**config.mk**
```make
export PLATFORM = sky130hd
export DESIGN_NAME = neuron_act_buffer
export DESIGN_NICKNAME = d
export VERILOG_FILES = /design/src/rtl/neuron_act_buffer.sv
export SDC_FILE = /design/constraint.sdc
export NUM_CORES = 1
export LEC_CHECK = 0
export ABC_CLOCK_PERIOD_IN_PS = 21400
export BUFFER_PORTS_ARGS = -buffer_cell sky130_fd_sc_hd__buf_4
export CAP_MARGIN = 10
export CORE_ASPECT_RATIO = 0.6
export CORE_MARGIN = 2
export CORE_UTILIZATION = 40
export DETAILED_ROUTE_END_ITERATION = 10
export SLEW_MARGIN = 20
export SYNTH_ARGS = -nofsm -noshare
export SYNTH_HDL_FRONTEND = slang
export SYNTH_SLANG_ARGS = --single-unit
```
**constraint.sdc**
```tcl
create_clock -name clk -period 21.4 [get_ports clk]
set_input_delay 1.07 -clock clk [delete_from_list [all_inputs] [get_ports clk]]
set_output_delay 1.07 -clock clk [all_outputs]
set_load 0.02 [all_outputs]
```
**src/rtl/neuron_act_buffer.sv**
```systemverilog
// Post-MAC activation stage: bias add, saturating (ReLU) activation, frame buffer,
// argmax tracking, and a valid/ready drain of one layer's activations.

module neuron_act_sat #(
    parameter int DATA_W  = 16,
    parameter bit RELU_EN = 1'b1
) (
    input  logic [DATA_W-1:0] a,
    input  logic [DATA_W-1:0] b,
    output logic [DATA_W-1:0] y
);
    logic [DATA_W:0] sum;

    assign sum = {a[DATA_W-1], a} + {b[DATA_W-1], b};

    // sum[DATA_W] is the true sign; a mismatch with sum[DATA_W-1] means out of Q8.8 range
    always_comb begin
        y = sum[DATA_W-1:0];
        if (!sum[DATA_W] && sum[DATA_W-1]) begin
            y = {1'b0, {(DATA_W-1){1'b1}}};
        end else if (sum[DATA_W]) begin
            if (RELU_EN)
                y = '0;
            else if (!sum[DATA_W-1])
                y = {1'b1, {(DATA_W-1){1'b0}}};
        end
    end
endmodule

module neuron_act_buffer #(
    parameter int NUM_NEURONS = 10,
    parameter int DATA_W      = 16,
    parameter int RELU_EN     = 1,
    parameter int IDX_W       = $clog2(NUM_NEURONS)
) (
    input  logic              clk,
    input  logic              reset,
    input  logic              in_valid,
    input  logic [DATA_W-1:0] in_data,
    output logic              in_ready,
    input  logic              bias_wr_en,
    input  logic [IDX_W-1:0]  bias_addr,
    input  logic [DATA_W-1:0] bias_data,
    output logic              out_valid,
    input  logic              out_ready,
    output logic [DATA_W-1:0] out_data,
    output logic [IDX_W-1:0]  out_index,
    output logic              done,
    output logic [IDX_W-1:0]  class_idx,
    output logic [DATA_W-1:0] class_val
);
    typedef enum logic [1:0] {S_COLLECT, S_DRAIN, S_DONE} state_t;

    localparam logic [IDX_W-1:0] LAST = IDX_W'(NUM_NEURONS - 1);

    state_t state, state_nxt;

    logic [NUM_NEURONS-1:0][DATA_W-1:0] bias;
    logic [NUM_NEURONS-1:0][DATA_W-1:0] buffer;
    logic [IDX_W-1:0]  in_count;
    logic [IDX_W-1:0]  drain_ptr;
    logic [DATA_W-1:0] max_val;
    logic [IDX_W-1:0]  max_idx;
    logic [DATA_W-1:0] act_val;
    logic              accept;
    logic              xfer;
    logic              bias_hit;

    assign accept   = in_valid && in_ready;
    assign xfer     = out_valid && out_ready;
    assign bias_hit = bias_wr_en && (32'(bias_addr) < NUM_NEURONS);

    // Reads the pre-write bias, so a colliding bias write lands after this accept
    neuron_act_sat #(
        .DATA_W  (DATA_W),
        .RELU_EN (RELU_EN != 0)
    ) u_act (
        .a (in_data),
        .b (bias[in_count]),
        .y (act_val)
    );

    always_ff @(posedge clk or posedge reset) begin
        if (reset)
            state <= S_COLLECT;
        else
            state <= state_nxt;
    end

    always_comb begin
        state_nxt = state;
        case (state)
            S_COLLECT: if (accept && in_count == LAST) state_nxt = S_DRAIN;
            S_DRAIN:   if (xfer && drain_ptr == LAST)  state_nxt = S_DONE;
            S_DONE:    state_nxt = S_COLLECT;
            default:   state_nxt = S_COLLECT;
        endcase
    end

    always_comb begin
        in_ready  = 1'b0;
        out_valid = 1'b0;
        out_data  = '0;
        out_index = '0;
        done      = 1'b0;
        case (state)
            S_COLLECT: in_ready = 1'b1;
            S_DRAIN: begin
                out_valid = 1'b1;
                out_data  = buffer[drain_ptr];
                out_index = drain_ptr;
            end
            S_DONE:  done = 1'b1;
            default: ;
        endcase
    end

    always_ff @(posedge clk or posedge reset) begin
        if (reset) begin
            bias      <= '0;
            buffer    <= '0;
            in_count  <= '0;
            drain_ptr <= '0;
            max_val   <= '0;
            max_idx   <= '0;
            class_idx <= '0;
            class_val <= '0;
        end else begin
            if (bias_hit)
                bias[bias_addr] <= bias_data;

            if (accept) begin
                buffer[in_count] <= act_val;
                in_count         <= (in_count == LAST) ? '0 : in_count + 1'b1;
                // Strict compare keeps the lowest index on ties
                if (in_count == '0 || $signed(act_val) > $signed(max_val)) begin
                    max_val <= act_val;
                    max_idx <= in_count;
                end
            end

            if (xfer)
                drain_ptr <= (drain_ptr == LAST) ? '0 : drain_ptr + 1'b1;

            if (state == S_DONE) begin
                class_idx <= max_idx;
                class_val <= max_val;
                max_val   <= '0;
                max_idx   <= '0;
            end
        end
    end
endmodule

```
==> qor.csv, run 1 <==
stage,metric,value,unit
logic_synthesis,syn_area,17300,um2
job,drv_cap,0,
cts,clkTransAtPathRegs,0.06,ns
route,wl_per_cell,21.8,um
cts,hold_buffers,0,
place,port_buffers,81,
logic_synthesis,ys_seq_area_share,51.9,%
floorplanning,start_util,40.9,%
logic_synthesis,synth_top_family_by_area,multiplexers,
floorplanning,core_region_area,42200,um2
timing,hold_viol_final,0,
final_layout,final_util,46.2,%
timing,setup_viol,0,
logic_synthesis,synth_edf_count,0,
timing,fin_ws,13.77,ns
timing,slew_headroom,20.9,%
timing,fin_skew,0.0192,ns
logic_synthesis,yosysWarningCount,0,
logic_synthesis,synth-simple-area-share,8.81,%
timing,maxSlewViolCount,0,
logic_synthesis,synth_top_area_share,51.9,%
global_routing,antenna_found_initial,1,
route,antenna_left,0,
worst_setup_path,arrival,8.05,ns
power_and_ir_drop,irDropWorstVdd,129,uV
global_routing,grt_pass1_vias,12034,
timing,period_needed,7.63,ns
place,dp_hpwl,30800,um
worst_setup_path,crit_fanout,84,
logic_synthesis,ys_async_sr_fraction,100,%
logic_synthesis,avgSynthCellArea,11.7,um2
logic_synthesis,synth_cell_types,61,
cts,cts_htree_levels,2,
timing,period_share,35.7,%
timing,tns,0,ns
final_layout,layout.nets,1593,
global_routing,grt.total_usage,21.1,%
route,drc_errors,0,
min_path,hp-class,reg -> reg,
logic_synthesis,synth_xor_area_share,0.710,%
power_and_ir_drop,power.leakage,8.59,nW
cts,post_cts_buffers,0,
route,drtIter0Drc,1031,
cts,cts_buffer_depth,3,
final_layout,final_area,19500,um2
logic_synthesis,ys_ff_latch,358,
cts,cts_resized,0,
floorplanning,die-area,44900,um2
worst_setup_path,end_kind,register,
place,place_area,18400,um2
logic_synthesis,synth-compound-area-share,11.3,%
worst_setup_path,crit_type,reg -> reg,
place,gp_congestion,0.861,
status,outcome,finished clean,
logic_synthesis,synthAdderAreaFrac,2.36,%
worst_setup_path,cp-start-kind,register,
global_routing,grt_pass1_wl,73000,um
final_layout,layout-drive-gt1-share,27.3,%
logic_synthesis,synthCells,1481,
floorplanning,die_h,165,um
logic_synthesis,ys.flop_type,dfrtp_1,
floorplanning,row_count,58,
final_layout,syn2layout_area_growth,13.1,%
logic_synthesis,synth_top_area_cell,dfrtp_1,
final_layout,n_fill_cell,3881,
place,place_ws,13.41,ns
route,num_vias,11974,
logic_synthesis,synth_area_leaders,"dfrtp_1 52%, mux2_2 11%, mux4_2 8.1%",
cts,numCtsBuffers,36,
final_layout,seq_area,8960,um2
cts,cts_tree,built,
cts,clk_latency,0.53,ns
final_layout,num_antenna_cells,0,
timing,tightest_slew,1.18,ns
logic_synthesis,synthMuxAreaShare,21.5,%
global_routing,grt_overflow,0,
worst_setup_path,cp.required,21.82,ns
timing,rsz0062_at_grt,no,
power_and_ir_drop,powerDensity,176,nW/um2
floorplanning,ios,84,
cts,numClockSinks,358,
timing,timing.fmax,0.131,GHz
final_layout,multi_input_area,7780,um2
route,routed_wl,46000,um
global_routing,grt_max_degree,131,
route,vias_per_cell,5.67,
route,dr.pass1.iters,5,
cts,root_buffer,clkbuf_16,
floorplanning,fp.dieW,272,um
final timing paths:
kind                       slack [ns]                       to  cells past startpoint                     from
setup / recovery                13.77  max_val[14]$_DFFE_PP0P_                     20  in_count[0]$_DFFE_PP0P_
hold / removal                   0.48   buffer[34]$_DFFE_PP0P_                      2   buffer[34]$_DFFE_PP0P_
setup reg to reg                13.77  max_val[14]$_DFFE_PP0P_                     20  in_count[0]$_DFFE_PP0P_
hold reg to reg                  0.48   buffer[34]$_DFFE_PP0P_                      2   buffer[34]$_DFFE_PP0P_
max in group asynchronous       18.42  buffer[110]$_DFFE_PP0P_                      4                    reset
min in group asynchronous        0.71   buffer[16]$_DFFE_PP0P_                      2                    reset
cell usage after synthesis, types with 5 or more instances:
library cell,number
dfrtp_1,358
inv_1,25
nor2b_1,5
a311oi_1,7
o31ai_1,8
xnor2_1,10
nor3_1,5
buf_4,12
ha_1,31
and2_1,21
nand2b_1,10
nand3_1,10
mux4_2,62
nor2_1,98
nand2_1,165
mux2i_1,47
buf_2,21
clkbuf_1,55
a31oi_1,71
o22ai_1,16
buf_1,22
a21o_1,5
a22oi_1,16
a21oi_2,8
o21ai_1,17
mux2_2,163
nand4_1,6
a21oi_1,29
o21ai_0,121
or3_1,5
routing by layer:
layer | vias up | track usage, % | part of all wire, %
met5 | - | 0 | 0
met4 | 0 | 4.25 | 1.3
met3 | 48 | 4.84 | 7.5
met2 | 355 | 30.2 | 41
met1 | 6151 | 32.5 | 50
li1 | 5420 | - | -
critical path: stages (launching register included):
cell,delay [ns]
dfrtp_2,0.78
buf_4,0.54
mux4_2,0.57
mux2i_1,0.14
o21ai_0,0.10
ha_1,0.28
fa_1,0.42
a21oi_1,0.27
o221ai_1,0.30
a31oi_1,0.41
o21ai_0,0.27
a21oi_4,0.16
buf_4,0.65
nand2_1,0.12
ha_1,0.36
nand4_1,0.10
or3_1,0.44
o31a_1,0.29
nor3_2,0.56
nor2_1,0.31
a311oi_1,0.35
registers in the layout, indices dropped and copies added, names as in the netlist:
signal     flops
max_idx        4
bias         160
in_count       4
state          2
buffer       150
class_val     15
max_val       15
class_idx      4
drain_ptr      4
final cells by class:
cell class	instances	area share [%]
clock buffers	49	5.18
clock inverters	9	0.487
flip-flops and latches	358	45.9
inverters	26	0.539
repair buffers	111	4.31
multi-input cells	987	39.9
well taps	570	3.66
cells by family (layout without fill, tap and decap cells):
kind of cell               after synthesis  after routing
AOI/OAI and AO/OA                      322            322
buffers and inverters                  137            195
adders and majority gates               32             32
and+or+nand+nor                        345            345
xor gates and xnor gates                14             14
DFF                                    358            358
muxes                                  272            272
other                                    1              2
cell usage in the layout (no fill, tap or decap), drive strengths merged, types with 3 or more instances in the layout:
cell type,instances
a211oi,3
clkinv,7
and3,3
xnor2,10
nor2,99
a22oi,16
dfrtp,358
buf,111
o21ai,139
a21o,5
inv,26
o211ai,3
and2,21
nand3b,4
a31oi,71
or3,5
nand2b,10
mux2i,47
or2,3
nor3b,3
nand2,166
nand4,6
ha,31
a311oi,7
o31ai,8
mux2,163
nand3,10
o22ai,16
nor2b,5
nor3,6
mux4,62
a21oi,37
xor2,4
o21a,4
clkbuf,49
stage by stage:
stage,cells,total power [mW],hold WS (ns)
5_1_grt,2110,3.69,0.492
2_1_floorplan,1482,2.33,0.432
6_report,2110,3.44,0.478
3_5_place_dp,2051,2.82,0.462
3_3_place_gp,2051,2.77,0.458
4_1_cts,2109,3.45,0.479
report_power, final:
part	switching (mW)	total, mW	internal (mW)
Sequential	0.157	1.09	0.933
Combinational	1.06	1.73	0.665
Clock	0.263	0.616	0.353
Total	1.48	3.44	1.95
Power figures use the tool's default switching activity.
==> inputs of run 2 (changes only) <==
ABC_CLOCK_PERIOD_IN_PS = 7950   (was 21400)
clock period = 7.95 ns   (was 21.4 ns; I/O delays follow)
==> run 2 against run 1 <==
Combinational power grew to 2.7 times the previous value. Total power rose to 2.7 times the previous value. Sequential power rose to 2.7 times the previous value. Cell area increased by 0.30%. Register-to-register slack got worse by 13 ns. Clock power rose to 2.7 times the previous value. Core utilization grew 0.14 points. Count of clock-buffer cells in the layout rose by 6. Critical path type unchanged. Largest power group unchanged.
==> qor.csv, run 2 (synthesis results as in run 1) <==
stage,metric,value,unit
status,outcome,finished clean,
timing,rsz0062_at_grt,no,
global_routing,grt_util_met3,4.29,%
min_path,hp-class,in -> reg,
worst_setup_path,reg2reg_from,in_count[1]$_DFFE_PP0P_,
worst_setup_path,cp.required,8.31,ns
final_layout,layout_commonest_cell,dfrtp_1,
route,wl_per_cell,21.8,um
worst_setup_path,crit_fanout,35,
final_layout,layout-drive-gt1-share,27.5,%
cts,clkTransAtPathRegs,0.07,ns
global_routing,grt.total_usage,21.2,%
timing,period_share,84.4,%
global_routing,grt_max_degree,179,
worst_setup_path,cp-start-kind,register,
floorplanning,row_count,58,
worst_setup_path,startpoint,in_count[1]$_DFFE_PP0P_,
route,vias_per_cell,5.72,
worst_setup_path,end_kind,register,
cts,cts_buffer_depth,3,
timing,period_needed,6.71,ns
floorplanning,core_region_area,42200,um2
min_path,min_from,out_ready,
floorplanning,ios,84,
route,antenna_left,0,
route,drc_errors,0,
power_and_ir_drop,irDropWorstVdd,251,uV
cts,post_cts_buffers,0,
cts,cts_resized,0,
place,dp_hpwl,31300,um
route,dr.pass1.iters,5,
cts,numCtsBuffers,37,
global_routing,met2_usage,29.7,%
cts,hold_buffers,1,
global_routing,grt_pass1_wl,73500,um
timing,slew_headroom,25.5,%
final_layout,syn2layout_area_growth,13.4,%
final_layout,top_register,bias,
worst_setup_path,crit_type,reg -> reg,
cts,cts_tree,built,
timing,tightest_slew,1.11,ns
final_layout,mostFrequentLayoutCells,"355 x dfrtp_1, 165 x nand2_1, 163 x mux2_2, 121 x o21ai_0, 110 x buf_4",
floorplanning,die-area,44900,um2
global_routing,top_usage_layer,met1,
floorplanning,start_util,40.9,%
cts,clk_latency,0.54,ns
place,port_buffers,81,
place,gp_congestion,0.860,
timing,fin_skew,0.0227,ns
timing,hold_viol_final,0,
timing,setup_viol,0,
global_routing,grt_overflow,0,
power_and_ir_drop,powerDensity,475,nW/um2
route,num_vias,12113,
route,routed_wl,46200,um
cts,cts_htree_levels,2,
final_layout,largestRegisters,"bias (160), buffer (150)",
floorplanning,fp.dieW,272,um
cts,root_buffer,clkbuf_16,
final_layout,layout.nets,1597,
global_routing,met1_usage,33.4,%
global_routing,grt_pass1_vias,12011,
final_layout,largest_register_ffs,160,
worst_setup_path,arrival,7.07,ns
timing,maxSlewViolCount,0,
power_and_ir_drop,power.leakage,8.62,nW
timing,tns,0,ns
global_routing,antenna_found_initial,2,
route,drtIter0Drc,1166,
timing,timing.fmax,0.149,GHz
job,drv_cap,0,
final_layout,n_fill_cell,3836,
floorplanning,die_h,165,um
cts,numClockSinks,358,
timing,hold_ws,0.145,ns
==> run 2: cell type report <==
type	instances	area, um2	area share (%)
flip-flops and latches	358	8960	45.8
inverters	26	101	0.518
clock inverters	8	47.5	0.243
repair buffers	114	903	4.62
multi-input cells	987	7770	39.7
well taps	570	713	3.64
diodes	1	2.50	0.0128
clock buffers	55	1070	5.49
==> run 2: per-layer routing <==
metal,wire length [um],up-vias
li1,-,5445
met1,23200,6228
met2,19000,379
met3,3130,61
met4,841,0
met5,0,-
==> run 2: metrics by stage <==
step                util [%]  area [um2]  std cells  setup slack (ns)  power, mW
global route            46.3       19600       2119             0.738       9.97
CTS                     46.3       19500       2117              1.27       9.30
finish                  46.3       19600       2119              1.24       9.29
detailed placement      43.6       18400       2053              1.29       7.62
global placement        43.6       18400       2053              1.64       7.48
floorplan                  -       17300       1482              2.45       6.26
==> run 2: worst paths after layout <==
check,endpoint,slack (ns),cells past startpoint
min in group asynchronous,buffer[147]$_DFFE_PP0P_,0.42,3
min reg2reg,buffer[38]$_DFFE_PP0P_,0.48,2
min,drain_ptr[0]$_DFFE_PP0P_,0.14,3
max reg2reg,max_val[7]$_DFFE_PP0P_,1.24,19
max in group asynchronous,bias[113]$_DFFE_PP0P_,6.20,5
max,max_val[7]$_DFFE_PP0P_,1.24,19
==> run 2: power breakdown <==
group	internal [mW]	switching, mW	total, mW
Sequential	2.51	0.434	2.95
Combinational	1.82	2.86	4.68
Clock	0.934	0.731	1.67
Total	5.26	4.03	9.29
==> run 2: critical path, cell delays in order, from the launching register on <==
cell and delay, ns:
dfrtp_2 0.83, nand2b_1 0.29, nor2_1 0.07, buf_4 0.22, a22oi_1 0.20, o21ai_0 0.12, ha_1 0.25, fa_1 0.43
a21oi_1 0.26, o221ai_1 0.29, a31oi_1 0.33, o21ai_0 0.26, a21oi_4 0.79, nand2_1 0.17, ha_1 0.34, nand4_1 0.12
or3_1 0.44, o2111a_1 0.44, nor2_1 0.48, a311oi_1 0.17
==> inputs of run 3 (changes only) <==
ABC_CLOCK_PERIOD_IN_PS = 5800   (was 7950)
clock period = 5.8 ns   (was 7.95 ns; I/O delays follow)
==> run 3 against run 2 <==
Cell count increased by 0.94%. Via count increased by 0.64%. Combinational power increased by 46%. Wire length increased by 1.5%. Sequential power increased by 36%. Die area unchanged. First-iteration DRC count decreased by 3.3%. Count of clock-buffer cells in the layout decreased by 8. Non-clock buffer count increased by 15. Largest cell class unchanged. Highest routed layer unchanged.
==> qor.csv, run 3 (synthesis results as in run 1) <==
stage,metric,value,unit
timing,period_share,95.0,%
floorplanning,die-area,44900,um2
global_routing,grt_pass1_wl,73200,um
cts,clkTransAtPathRegs,0.06,ns
timing,fin_ws,0.288,ns
final_layout,layout_commonest_cell,dfrtp_1,
global_routing,antenna_found_initial,1,
power_and_ir_drop,switching_power,5.71,mW
timing,tightest_slew,1.16,ns
route,antenna_left,0,
cts,cts_tree,built,
worst_setup_path,cp.required,6.22,ns
power_and_ir_drop,p_sw_share,42.9,%
cts,root_buffer,clkbuf_16,
worst_setup_path,crit_fanout,12,
job,drv_cap,0,
floorplanning,fp.dieW,272,um
min_path,hp-class,in -> reg,
timing,fin_skew,0.0216,ns
route,dr.pass1.iters,5,
place,gp_congestion,0.876,
power_and_ir_drop,powerDensity,669,nW/um2
place,dp_hpwl,32200,um
route,drc_errors,0,
final_layout,top_register,bias,
power_and_ir_drop,p_int,7.61,mW
timing,slew_headroom,22.4,%
final_layout,mostFrequentLayoutCells,"355 x dfrtp_1, 165 x nand2_1, 162 x mux2_2, 124 x buf_4, 120 x o21ai_0",
route,routed_wl,46900,um
worst_setup_path,r2r_cells,20,
power_and_ir_drop,irDropWorstVdd,525,uV
floorplanning,die_h,165,um
floorplanning,start_util,40.9,%
worst_setup_path,cp-start-kind,register,
cts,cts_buffer_depth,3,
worst_setup_path,worst-r2r-setup-slack,0.29,ns
worst_setup_path,reg2reg_from,in_count[0]$_DFFE_PP0P_,
min_path,holdPathEnd,bias[53]$_DFFE_PP0P_,
timing,maxSlewViolCount,0,
final_layout,n_fill_cell,3823,
worst_setup_path,end_kind,register,
timing,hold_ws,0.0513,ns
place,place_ws,0.0457,ns
floorplanning,row_count,58,
floorplanning,core_region_area,42200,um2
route,num_vias,12191,
final_layout,layout.nets,1613,
timing,hold_viol_final,0,
global_routing,grt_pass1_vias,11952,
floorplanning,ios,84,
route,vias_per_cell,5.70,
status,outcome,finished clean,
min_path,whs_path_depth,2,
power_and_ir_drop,power.leakage,8.76,nW
min_path,min_from,bias_data[5],
final_layout,layout-drive-gt1-share,29.5,%
worst_setup_path,crit_type,reg -> reg,
cts,cts_htree_levels,2,
global_routing,grt_max_degree,138,
global_routing,grt.total_usage,21.2,%
final_layout,largestRegisters,"bias (160), buffer (150)",
cts,numCtsBuffers,37,
power_and_ir_drop,pwr-share-comb,51.2,%
route,wl_per_cell,21.9,um
timing,period_needed,5.51,ns
cts,numClockSinks,358,
cts,clk_latency,0.54,ns
final_layout,largest_register_ffs,160,
power_and_ir_drop,p_seq_share,30.2,%
timing,timing.fmax,0.181,GHz
worst_setup_path,timing.rr.end,max_idx[2]$_DFFE_PP0P_,
worst_setup_path,arrival,5.93,ns
final_layout,syn2layout_area_growth,15.3,%
global_routing,grt_overflow,0,
power_and_ir_drop,pwr-share-clk,18.7,%
route,drtIter0Drc,1128,
timing,setup_viol,0,
place,port_buffers,81,
## run 3: what timing repair did
action / 4_1_cts / 5_1_grt
setup buffers: 0 / 2
endpoints found under the hold margin: 35 / 0
setup endpoints to repair: 0 / 19
hold buffers: 1 / 0
resized for setup: 0 / 15
## run 3: worst max-delay path by stage
stage / startpoint / endpoint
2_1_floorplan: in_count[0]$_DFFE_PP0P_ / max_val[10]$_DFFE_PP0P_
3_3_place_gp: in_count[0]$_DFFE_PP0P_ / max_val[14]$_DFFE_PP0P_
3_5_place_dp: in_count[0]$_DFFE_PP0P_ / max_val[11]$_DFFE_PP0P_
4_1_cts: in_count[0]$_DFFE_PP0P_ / max_val[11]$_DFFE_PP0P_
5_1_grt: in_count[0]$_DFFE_PP0P_ / max_idx[3]$_DFFE_PP0P_
6_report: in_count[0]$_DFFE_PP0P_ / max_idx[2]$_DFFE_PP0P_
## run 3: layer usage
layer	up-vias	GRT usage (%)	wire length (um)
met3	50	5.36	3260
met2	358	29.2	19100
met5	-	0	0
met4	0	4.70	775
met1	6302	33.2	23700
li1	5481	-	-
## run 3: per-stage QoR
step                      total power, mW  setup TNS, ns  util [%]  instance area (um2)  std cells
after floorplan                      8.58              0         -                17300       1482
after global placement               10.5              0      43.9                18500       2067
after detailed placement             10.7              0      43.9                18500       2067
after CTS                            13.2              0      46.9                19800       2135
after global routing                 14.3        -0.0146      47.1                19900       2139
final                                13.3              0      47.1                19900       2139
## run 3: layout make-up
class                   instances  area (um2)  area share (%)
clock buffers                  47        1030            5.16
repair buffers                129        1010            5.09
flip-flops and latches        358        8960            45.1
multi-input cells             988        7860            39.5
well taps                     570         713            3.58
diodes                          1        2.50          0.0126
inverters                      26         101           0.509
clock inverters                20         223            1.12
## run 3: power groups by stage
| stage | sequential (mW) | combinational (mW) | clock, mW |
|---|---|---|---|
| 6_report | 4.02 | 6.81 | 2.49 |
| 4_1_cts | 4.01 | 6.64 | 2.54 |
| 3_5_place_dp | 4.04 | 6.61 | 0 |
| 2_1_floorplan | 3.88 | 4.70 | 0 |
| 5_1_grt | 4.13 | 7.46 | 2.65 |
| 3_3_place_gp | 4.01 | 6.46 | 0 |
## run 3: worst max-delay path: stages, from the launching register on
cell and delay [ns]:
dfrtp_4 0.57, nand2b_1 0.21, nor2_1 0.08, buf_4 0.19
buf_4 0.19, a22oi_1 0.20, o21ai_0 0.17, ha_1 0.39
a211oi_1 0.36, o221ai_2 0.23, a31oi_2 0.35, o21ai_1 0.25
a21oi_4 0.27, nand2_1 0.10, ha_1 0.31, nand4_1 0.12
or3_1 0.44, o31a_1 0.30, nand2b_1 0.32, nand2_4 0.22
o21ai_0 0.11
